[src/rtl/fetch_stage.sv]
// Instruction fetch stage: sequential PC generation, variable-latency imem requests, in-order prefetch queue to decode.
// Latency: zero-wait memory gives request in cycle 0, response in cycle 1, out_valid in cycle 2, then one instruction per cycle.
// Backpressure: out_ready low holds the head stable; requests stop once queued plus outstanding reaches DEPTH.

// Generic synchronous FIFO with a synchronous flush. The head is read from registered storage.
// Latency: a push is visible at the head on the cycle after it is written.
// Backpressure: the caller guarantees a push never targets a full queue unless a pop happens in the same cycle.
module sync_fifo #(
  parameter int W     = 8,
  parameter int DEPTH = 4
) (
  input  logic                     clk,
  input  logic                     rst_n,
  input  logic                     flush,
  input  logic                     push_vld,
  input  logic [W-1:0]             push_dat,
  input  logic                     pop_rdy,
  output logic                     head_vld,
  output logic [W-1:0]             head_dat,
  output logic [$clog2(DEPTH):0]   count
);

  localparam int PTR_W = $clog2(DEPTH);
  localparam int CNT_W = PTR_W + 1;

  logic [W-1:0]     mem_q [DEPTH];
  logic [W-1:0]     mem_d [DEPTH];
  logic [PTR_W-1:0] wr_ptr_q, wr_ptr_d;
  logic [PTR_W-1:0] rd_ptr_q, rd_ptr_d;
  logic [CNT_W-1:0] count_q, count_d;
  logic             do_pop;

  // Next-state for storage, pointers and occupancy; flush wins over push and pop.
  always_comb begin
    mem_d    = mem_q;
    wr_ptr_d = wr_ptr_q;
    rd_ptr_d = rd_ptr_q;
    count_d  = count_q;
    do_pop   = pop_rdy && (count_q != '0);
    if (flush) begin
      wr_ptr_d = '0;
      rd_ptr_d = '0;
      count_d  = '0;
    end else begin
      if (push_vld) begin
        mem_d[wr_ptr_q] = push_dat;
        wr_ptr_d        = wr_ptr_q + PTR_W'(1);
      end
      if (do_pop) begin
        rd_ptr_d = rd_ptr_q + PTR_W'(1);
      end
      case ({push_vld, do_pop})
        2'b10:   count_d = count_q + CNT_W'(1);
        2'b01:   count_d = count_q - CNT_W'(1);
        default: count_d = count_q;
      endcase
    end
  end

  // State registers; storage is cleared so the head reads zero out of reset.
  always_ff @(posedge clk or negedge rst_n) begin
    if (!rst_n) begin
      mem_q    <= '{default: '0};
      wr_ptr_q <= '0;
      rd_ptr_q <= '0;
      count_q  <= '0;
    end else begin
      mem_q    <= mem_d;
      wr_ptr_q <= wr_ptr_d;
      rd_ptr_q <= rd_ptr_d;
      count_q  <= count_d;
    end
  end

  assign head_vld = (count_q != '0);
  assign head_dat = head_vld ? mem_q[rd_ptr_q] : '0;
  assign count    = count_q;

endmodule

module fetch_stage #(
  parameter int PC_W    = 4,
  parameter int INSTR_W = 16,
  parameter int DEPTH   = 4
) (
  input  logic               clk,
  input  logic               rst_n,
  output logic               imem_req,
  output logic [PC_W-1:0]    imem_addr,
  input  logic               imem_valid,
  input  logic [INSTR_W-1:0] imem_rdata,
  input  logic               redirect,
  input  logic [PC_W-1:0]    redirect_pc,
  output logic               out_valid,
  output logic [INSTR_W-1:0] out_instr,
  output logic [PC_W-1:0]    out_pc,
  input  logic               out_ready
);

  localparam int CNT_W = $clog2(DEPTH) + 1;
  localparam logic [CNT_W:0] DEPTH_C = (CNT_W + 1)'(DEPTH);

  typedef struct packed {
    logic [PC_W-1:0]    pc;
    logic [INSTR_W-1:0] instr;
  } entry_t;

  logic [PC_W-1:0]  fetch_pc_q, fetch_pc_d;
  logic [PC_W-1:0]  resp_pc_q, resp_pc_d;
  logic [CNT_W-1:0] outstanding_q, outstanding_d;
  logic [CNT_W-1:0] discard_q, discard_d;

  logic [CNT_W-1:0] q_count;
  logic [CNT_W:0]   inflight;
  logic             issue, resp, push, pop;
  logic             head_vld;
  entry_t           push_dat, head_dat;

  // Queue slots are reserved at request time, so a response always finds room.
  assign inflight = {1'b0, q_count} + {1'b0, outstanding_q};

  // Issue/response decisions and next PCs and counters; redirect overrides everything.
  always_comb begin
    fetch_pc_d    = fetch_pc_q;
    resp_pc_d     = resp_pc_q;
    outstanding_d = outstanding_q;
    discard_d     = discard_q;
    issue         = rst_n && !redirect && (inflight < DEPTH_C);
    resp          = imem_valid && (outstanding_q != '0);
    pop           = head_vld && out_ready && !redirect;
    push          = resp && !redirect && (discard_q == '0);
    push_dat.pc    = resp_pc_q;
    push_dat.instr = imem_rdata;
    if (redirect) begin
      // Everything still in flight (minus a response landing now) becomes garbage.
      fetch_pc_d    = redirect_pc;
      resp_pc_d     = redirect_pc;
      outstanding_d = outstanding_q - CNT_W'(resp);
      discard_d     = outstanding_q - CNT_W'(resp);
    end else begin
      if (issue) begin
        fetch_pc_d = fetch_pc_q + PC_W'(1);
      end
      case ({issue, resp})
        2'b10:   outstanding_d = outstanding_q + CNT_W'(1);
        2'b01:   outstanding_d = outstanding_q - CNT_W'(1);
        default: outstanding_d = outstanding_q;
      endcase
      if (resp) begin
        if (discard_q != '0) begin
          discard_d = discard_q - CNT_W'(1);
        end else begin
          resp_pc_d = resp_pc_q + PC_W'(1);
        end
      end
    end
  end

  // Fetch-side state registers.
  always_ff @(posedge clk or negedge rst_n) begin
    if (!rst_n) begin
      fetch_pc_q    <= '0;
      resp_pc_q     <= '0;
      outstanding_q <= '0;
      discard_q     <= '0;
    end else begin
      fetch_pc_q    <= fetch_pc_d;
      resp_pc_q     <= resp_pc_d;
      outstanding_q <= outstanding_d;
      discard_q     <= discard_d;
    end
  end

  sync_fifo #(
    .W     ($bits(entry_t)),
    .DEPTH (DEPTH)
  ) u_prefetch_q (
    .clk      (clk),
    .rst_n    (rst_n),
    .flush    (redirect),
    .push_vld (push),
    .push_dat (push_dat),
    .pop_rdy  (pop),
    .head_vld (head_vld),
    .head_dat (head_dat),
    .count    (q_count)
  );

  assign imem_req  = issue;
  assign imem_addr = fetch_pc_q;
  assign out_valid = head_vld;
  assign out_pc    = head_dat.pc;
  assign out_instr = head_dat.instr;

endmodule

[config.mk]
export PLATFORM = sky130hd
export DESIGN_NAME = fetch_stage
export DESIGN_NICKNAME = d
export VERILOG_FILES = /design/src/rtl/fetch_stage.sv
export SDC_FILE = /design/constraint.sdc
export NUM_CORES = 1
export LEC_CHECK = 0
export CELL_PAD_IN_SITES_DETAIL_PLACEMENT = 1
export CELL_PAD_IN_SITES_GLOBAL_PLACEMENT = 1
export CORE_MARGIN = 2
export CORE_UTILIZATION = 31
export CTS_CLUSTER_DIAMETER = 50
export DETAILED_ROUTE_END_ITERATION = 8
export PLACE_DENSITY_LB_ADDON = 0.25
export RECOVER_POWER = 100
export SYNTH_ARGS = -nofsm -noshare
export SYNTH_HDL_FRONTEND = slang
export SYNTH_SLANG_ARGS = --single-unit
[constraint.sdc]
create_clock -name clk -period 3 [get_ports clk]
set_clock_uncertainty 0.05 [all_clocks]
set_input_delay 0.45 -clock clk [delete_from_list [all_inputs] [get_ports clk]]
set_output_delay 0.45 -clock clk [all_outputs]
set_load 0.1 [all_outputs]
==> results of run 1 <==
routing by layer:
layer,share of wire,track usage
met1,0.46,0.183
met3,0.027,0.0212
met2,0.50,0.238
met4,0.015,0.0507
met5,0,0
cells by family after synthesis:
group / Yosys count / share of synthesized area
mux: 108 / 0.288
compound gates: 20 / 0.0318
simple gates: 77 / 0.0874
fa+ha+maj: 14 / 0.0381
buf+inv: 29 / 0.0273
xor+xnor: 11 / 0.0220
flops: 101 / 0.506
through the flow:
stage | hold WS, ps | power [mW] | setup WS [ps] | cell area, um2
finish | 380 | 6.25 | 165 | 6270
global route | 412 | 6.60 | 70.0 | 6270
global placement | 434 | 4.98 | 235 | 6020
detailed placement | 441 | 5.08 | 175 | 6020
CTS | 203 | 6.39 | 185 | 6350
floorplan | 104 | 4.07 | 26.7 | 5000
worst max-delay path, cell delays in order, from the launching register on:
cell and delay (ps):
dfrtp_1 480, ha_1 240, or4b_1 560, a311oi_4 240, buf_4 270, buf_12 200
synthesized netlist by cell type, drive strengths merged, types with 2 or more instances:
library cell	n
dfrtp	101
mux2	85
and2	21
mux4	20
nand2	14
buf	13
ha	12
nor2	10
inv	9
a21oi	7
clkbuf	7
and3	5
nand3	5
xnor2	5
xor2	5
nand2b	4
o21ai	4
mux2i	3
nor2b	3
nor3	3
nor4b	3
a211oi	2
fa	2
o31ai	2
power by group through the flow:
stage	Clock [mW]	Combinational [mW]	Sequential, mW
2_1_floorplan	0	2.09	1.97
3_3_place_gp	0	3.03	1.95
3_5_place_dp	0	3.10	1.98
4_1_cts	1.33	3.11	1.95
5_1_grt	1.37	3.22	2.01
6_report	1.28	3.02	1.95
worst max-delay path by stage:
stage                                 startpoint                            to  cells past startpoint
3_5_place_dp                            redirect  outstanding_q[1]$_DFFE_PN0P_                      9
2_1_floorplan  u_prefetch_q.count[0]$_DFFE_PN0P_                 out_instr[10]                      3
3_3_place_gp                            redirect  outstanding_q[1]$_DFFE_PN0P_                      9
5_1_grt             outstanding_q[2]$_DFFE_PN0P_                      imem_req                      5
6_report            outstanding_q[2]$_DFFE_PN0P_                      imem_req                      5
4_1_cts             outstanding_q[2]$_DFFE_PN0P_                      imem_req                      5
registers in the layout (all words and copies together), names as in the netlist:
name                   cells
discard_q                  3
imem_addr                  4
outstanding_q              3
resp_pc_q                  4
u_prefetch_q.count         3
u_prefetch_q.mem_q        80
u_prefetch_q.rd_ptr_q      2
u_prefetch_q.wr_ptr_q      2
layout make-up:
cell class,count,share of cell area
clock buffers,10,0.0381
clock inverters,6,0.0150
inverters,9,0.00538
multi-input cells,230,0.371
flip-flops and latches,101,0.403
well taps,216,0.0431
repair buffers,64,0.124
==> flow_summary_export.csv, run 1 <==
group,metric,value,unit
clock_tree,post_cts_buffers,0,
layout,diodes,0,
yosys,syn-cell-area,5000,um2
sta,slew_viol_final,62,
detailed_routing,vias_per_cell,4.85,
clock_tree,clkSinkCount,101,
floorplan,placementRows,46,
power,p_comb_frac,0.483,
critical_path,startpoint_type,"register",
clock_tree,cts_buffers,9,
clock_tree,root_buffer,"clkbuf_16",
detailed_routing,drt-wirelength-per-cell,17.5,um
yosys,synth_seq_cells,101,
clock_tree,clock_path_buffers,2,
layout,multi_input_area,2330,um2
critical_path,ff2ff_path_depth,9,
layout,syn_to_final_growth,25.6,%
critical_path,rrSetupSlack,320,ps
critical_path,crit_fanout,14,
detailed_routing,dr_total_vias,3086,
detailed_routing,dr.pass1.iters,4,
clock_tree,clk_pin_slew,70,ps
power,seqPwrFrac,0.312,
detailed_routing,drc,0,
sta,fmax,353,MHz
layout,final_layout_size_suffix_gt1_frac,0.371,
yosys,synth_edf_count,0,
yosys,synth_flop_cell,"dfrtp_1",
detailed_routing,drt-total-wl,11.1,mm
outcome,status,"finished, violations left",
sta,hold_viol,0,
layout,fillerInstances,1628,
power,internal-power,3.70,mW
sta,maxSlewHeadroom,-0.0120,
sta,worst_pin_slew,1520,ps
critical_path,reg2reg_to,"outstanding_q[1]$_DFFE_PN0P_",
yosys,synth_top_area_cell,"dfrtp_1",
power,netSwitchingFraction,0.408,
layout,mostFrequentLayoutCells,"dfrtp_1, mux2_2, clkdlybuf4s50_1, buf_12",
layout,final_common_cell,"dfrtp_1",
critical_path,r2r_start,"outstanding_q[2]$_DFFE_PN0P_",
yosys,async_flop_share,1.00,
grt,grt_max_degree,62,
yosys,synth_area_leaders,"dfrtp_1, mux2_2, mux4_2",
clock_tree,clk_latency,340,ps
yosys,synthCells,360,
grt,antenna_found_initial,0,
layout,final_cells,636,
flow_run,drv_cap,1,
sta,rsz0062_at_grt,"false",
grt,first_global_vias,3379,
sta,period_minus_slack,2830,ps
floorplan,ios,51,
critical_path,cp_data_required_time,2500,ps
clock_tree,cts_tree,"yes",
critical_path,path_class,"register to primary output",
outcome,violations,"capacitance limit, slew limit",
yosys,synth_top_cell_area_share,0.506,
yosys,avgSynthCellArea,13.9,um2
grt,grt-ovfl-total,0,
yosys,ys_types,42,
sta,finalSetupTns,0,ps
floorplan,die_x,131,um
power,p_per_area,996,nW/um2
placement,hpwl,7.50,mm
critical_path,cp.arrival,2330,ps
placement,portBuffers,50,
layout,regArea,2530,um2
yosys,synth-seq-area-share,0.506,
clock_tree,post_cts_resized,0,
critical_path,crit_path_end_kind,"primary output",
power,p_leak,2.77,nW
clock_tree,htreeDepth,3,
yosys,synth_nets,399,
floorplan,initial_core_util,0.316,
placement,place_inst,620,
detailed_routing,drt_iter0_drc,118,
layout,nNetsFinal,454,
floorplan,die_y,131,um
clock_tree,hold_buffers,0,
yosys,yosys_warnings,0,
floorplan,coreArea,15800,um2
sta,min_period_over_period,0.945,
hold_path,min_path_type,"input pin to asynchronous set/reset pin",
floorplan,die_area,17200,um2
power,irDropWorstVdd,0.354,mV
layout,final_util,0.396,
sta,setup_viol,0,
power,clockPowerShare,0.205,
grt,grt_pass1_wl,18.2,mm
grt,grt_usage,0.140,
detailed_routing,detail-route-antenna-nets,0,
placement,routabilityCongestion,0.738,
power,switchingPower,2.55,mW
No activity file was read; power rests on OpenSTA's default activity.
==> inputs of run 2 (changes only) <==
Settings changed: CTS_CLUSTER_SIZE set to 10, PLACE_DENSITY_LB_ADDON 0.25 to 0.15.
==> run 2 against run 1 <==
  * The run now ends clean
  * Total power shrank 0.79%
  * Global-route usage grew 0.13 points
  * Hold slack gained 72 ps
  * Register-to-register slack is essentially flat
  * Clock power shrank 5%
  * Highest routed layer unchanged
  * Sequential share of layout area grew 0.10 points
  * Final cell count grew 0.47%
==> flow_summary_export.csv, run 2 (synthesized netlist as in run 1, its figures left out) <==
group,metric,value,unit
layout,largest_reg_flops,80,
floorplan,placementRows,46,
power,clockPowerShare,0.196,
layout,nNetsFinal,457,
sta,rsz0062_at_grt,"false",
sta,hold_viol,0,
power,seqPwrFrac,0.313,
critical_path,r2r_start,"outstanding_q[2]$_DFFE_PN0P_",
detailed_routing,dr.pass1.iters,4,
detailed_routing,detail-route-antenna-nets,0,
critical_path,cp-endpoint,"imem_req",
layout,final_cells,639,
detailed_routing,drc,0,
grt,antenna_found_initial,0,
layout,fillerInstances,1657,
layout,syn_to_final_growth,25.2,%
sta,period_minus_slack,2820,ps
power,irDropWorstVdd,0.390,mV
clock_tree,clk_pin_slew,70,ps
sta,holdWs,452,ps
critical_path,cp.arrival,2320,ps
sta,setup_viol,0,
layout,final_common_cell,"dfrtp_1",
layout,top_register,"u_prefetch_q.mem_q",
detailed_routing,drt-total-wl,11.3,mm
floorplan,initial_core_util,0.316,
detailed_routing,drt-wirelength-per-cell,17.7,um
clock_tree,cts_buffers,9,
detailed_routing,vias_per_cell,4.87,
power,switchingPower,2.54,mW
critical_path,crit_path_end_kind,"primary output",
power,internal-power,3.66,mW
sta,min_period_over_period,0.942,
clock_tree,clock_path_buffers,2,
power,p_comb_frac,0.490,
sta,maxSlewHeadroom,0.230,
floorplan,die_y,131,um
power,p_leak,2.77,nW
critical_path,cp-startpoint,"outstanding_q[2]$_DFFE_PN0P_",
sta,worst_pin_slew,1160,ps
floorplan,die_area,17200,um2
outcome,status,"complete, no violations",
critical_path,crit_fanout,14,
grt,grt_max_degree,62,
clock_tree,post_cts_resized,0,
layout,mostFrequentLayoutCells,"dfrtp_1, mux2_2, clkdlybuf4s50_1, buf_12",
placement,dpl-instance-area,6030,um2
hold_path,hold_depth,1,
clock_tree,post_cts_buffers,0,
detailed_routing,drt_iter0_drc,106,
power,netSwitchingFraction,0.410,
placement,portBuffers,50,
power,p_per_area,990,nW/um2
floorplan,die_x,131,um
floorplan,ios,51,
detailed_routing,dr_total_vias,3109,
clock_tree,root_buffer,"clkbuf_16",
sta,slew_viol_final,0,
clock_tree,htreeDepth,3,
hold_path,hold_start,"u_prefetch_q.mem_q[30]$_DFFE_PN0P_",
critical_path,ff2ff_path_depth,9,
clock_tree,hold_buffers,0,
clock_tree,cts_tree,"yes",
critical_path,rrSetupSlack,330,ps
grt,grt_usage,0.142,
grt,grt-ovfl-total,0,
grt,first_global_vias,3393,
flow_run,drv_cap,0,
critical_path,reg2reg_to,"outstanding_q[1]$_DFFE_PN0P_",
critical_path,startpoint_type,"register",
clock_tree,clkSinkCount,101,
sta,finalSetupTns,0,ps
hold_path,min_path_type,"register to register",
grt,grt_pass1_wl,18.3,mm
layout,final_layout_size_suffix_gt1_frac,0.366,
layout,diodes,0,
clock_tree,clk_latency,350,ps
placement,routabilityCongestion,0.747,
power,total_power,6.20,mW
placement,hpwl,7.63,mm
sta,fmax,354,MHz
floorplan,coreArea,15800,um2
critical_path,cp_data_required_time,2500,ps
layout,stdcell_area,6260,um2
placement,place_inst,623,
critical_path,path_class,"register to primary output",
[run 2: cell count changes in the layout (fill, tap and decap cells not counted), moves of 2 or more]
cell	change
clkbuf_8	+2
inv_6	-2
buf_4	+2
clkbuf_2	-2
clkbuf_1	+4
[run 2: critical path: stages (launching register included)]
cell and delay, ps:
dfrtp_1 490, ha_1 240, or4b_1 550, a311oi_4 230
buf_4 270, buf_12 200
[run 2: routing by layer]
metal  track usage  vias up  share of wire
met4        0.0294        0         0.0068
met3        0.0415        6          0.035
met5             0        -              0
li1              -     1412              -
met1         0.182     1648           0.46
met2         0.239       43           0.50
[run 2: final cells by class]
cell class	instances	area, um2	area share
well taps	216	270	0.0432
inverters	9	33.8	0.00540
clock inverters	3	42.5	0.00680
repair buffers	67	785	0.125
flip-flops and latches	101	2530	0.404
multi-input cells	230	2330	0.372
clock buffers	13	270	0.0432
[run 2: worst min path at each step]
stage | slack [ps] | end
after floorplan | 100 | discard_q[0]$_DFFE_PN0P_
after global placement | 430 | u_prefetch_q.mem_q[1]$_DFFE_PN0P_
after detailed placement | 440 | u_prefetch_q.mem_q[32]$_DFFE_PN0P_
after CTS | 210 | outstanding_q[0]$_DFFE_PN0P_
after global routing | 470 | u_prefetch_q.mem_q[9]$_DFFE_PN0P_
final | 450 | u_prefetch_q.mem_q[30]$_DFFE_PN0P_
[run 2: power by group through the flow]
| stage | Clock (mW) | Combinational (mW) | Sequential (mW) |
|---|---|---|---|
| 6_report | 1.22 | 3.04 | 1.94 |
| 5_1_grt | 1.32 | 3.23 | 1.99 |
| 4_1_cts | 1.27 | 3.14 | 1.95 |
| 3_5_place_dp | 0 | 3.13 | 1.97 |
| 3_3_place_gp | 0 | 3.08 | 1.95 |
| 2_1_floorplan | 0 | 2.09 | 1.97 |
[run 2: metrics by stage]
step / setup slack, ps / utilization
finish: 175 / 0.395
global route: 81.1 / 0.395
CTS: 175 / 0.400
detailed placement: 191 / 0.381
global placement: 255 / 0.381
floorplan: 26.7 / -
==> inputs of run 3 (changes only) <==
Settings changed: SKIP_LAST_GASP set to 1.
==> results of run 3 <==
No change in the layout: final DEF, timing and power equal those of run 2.
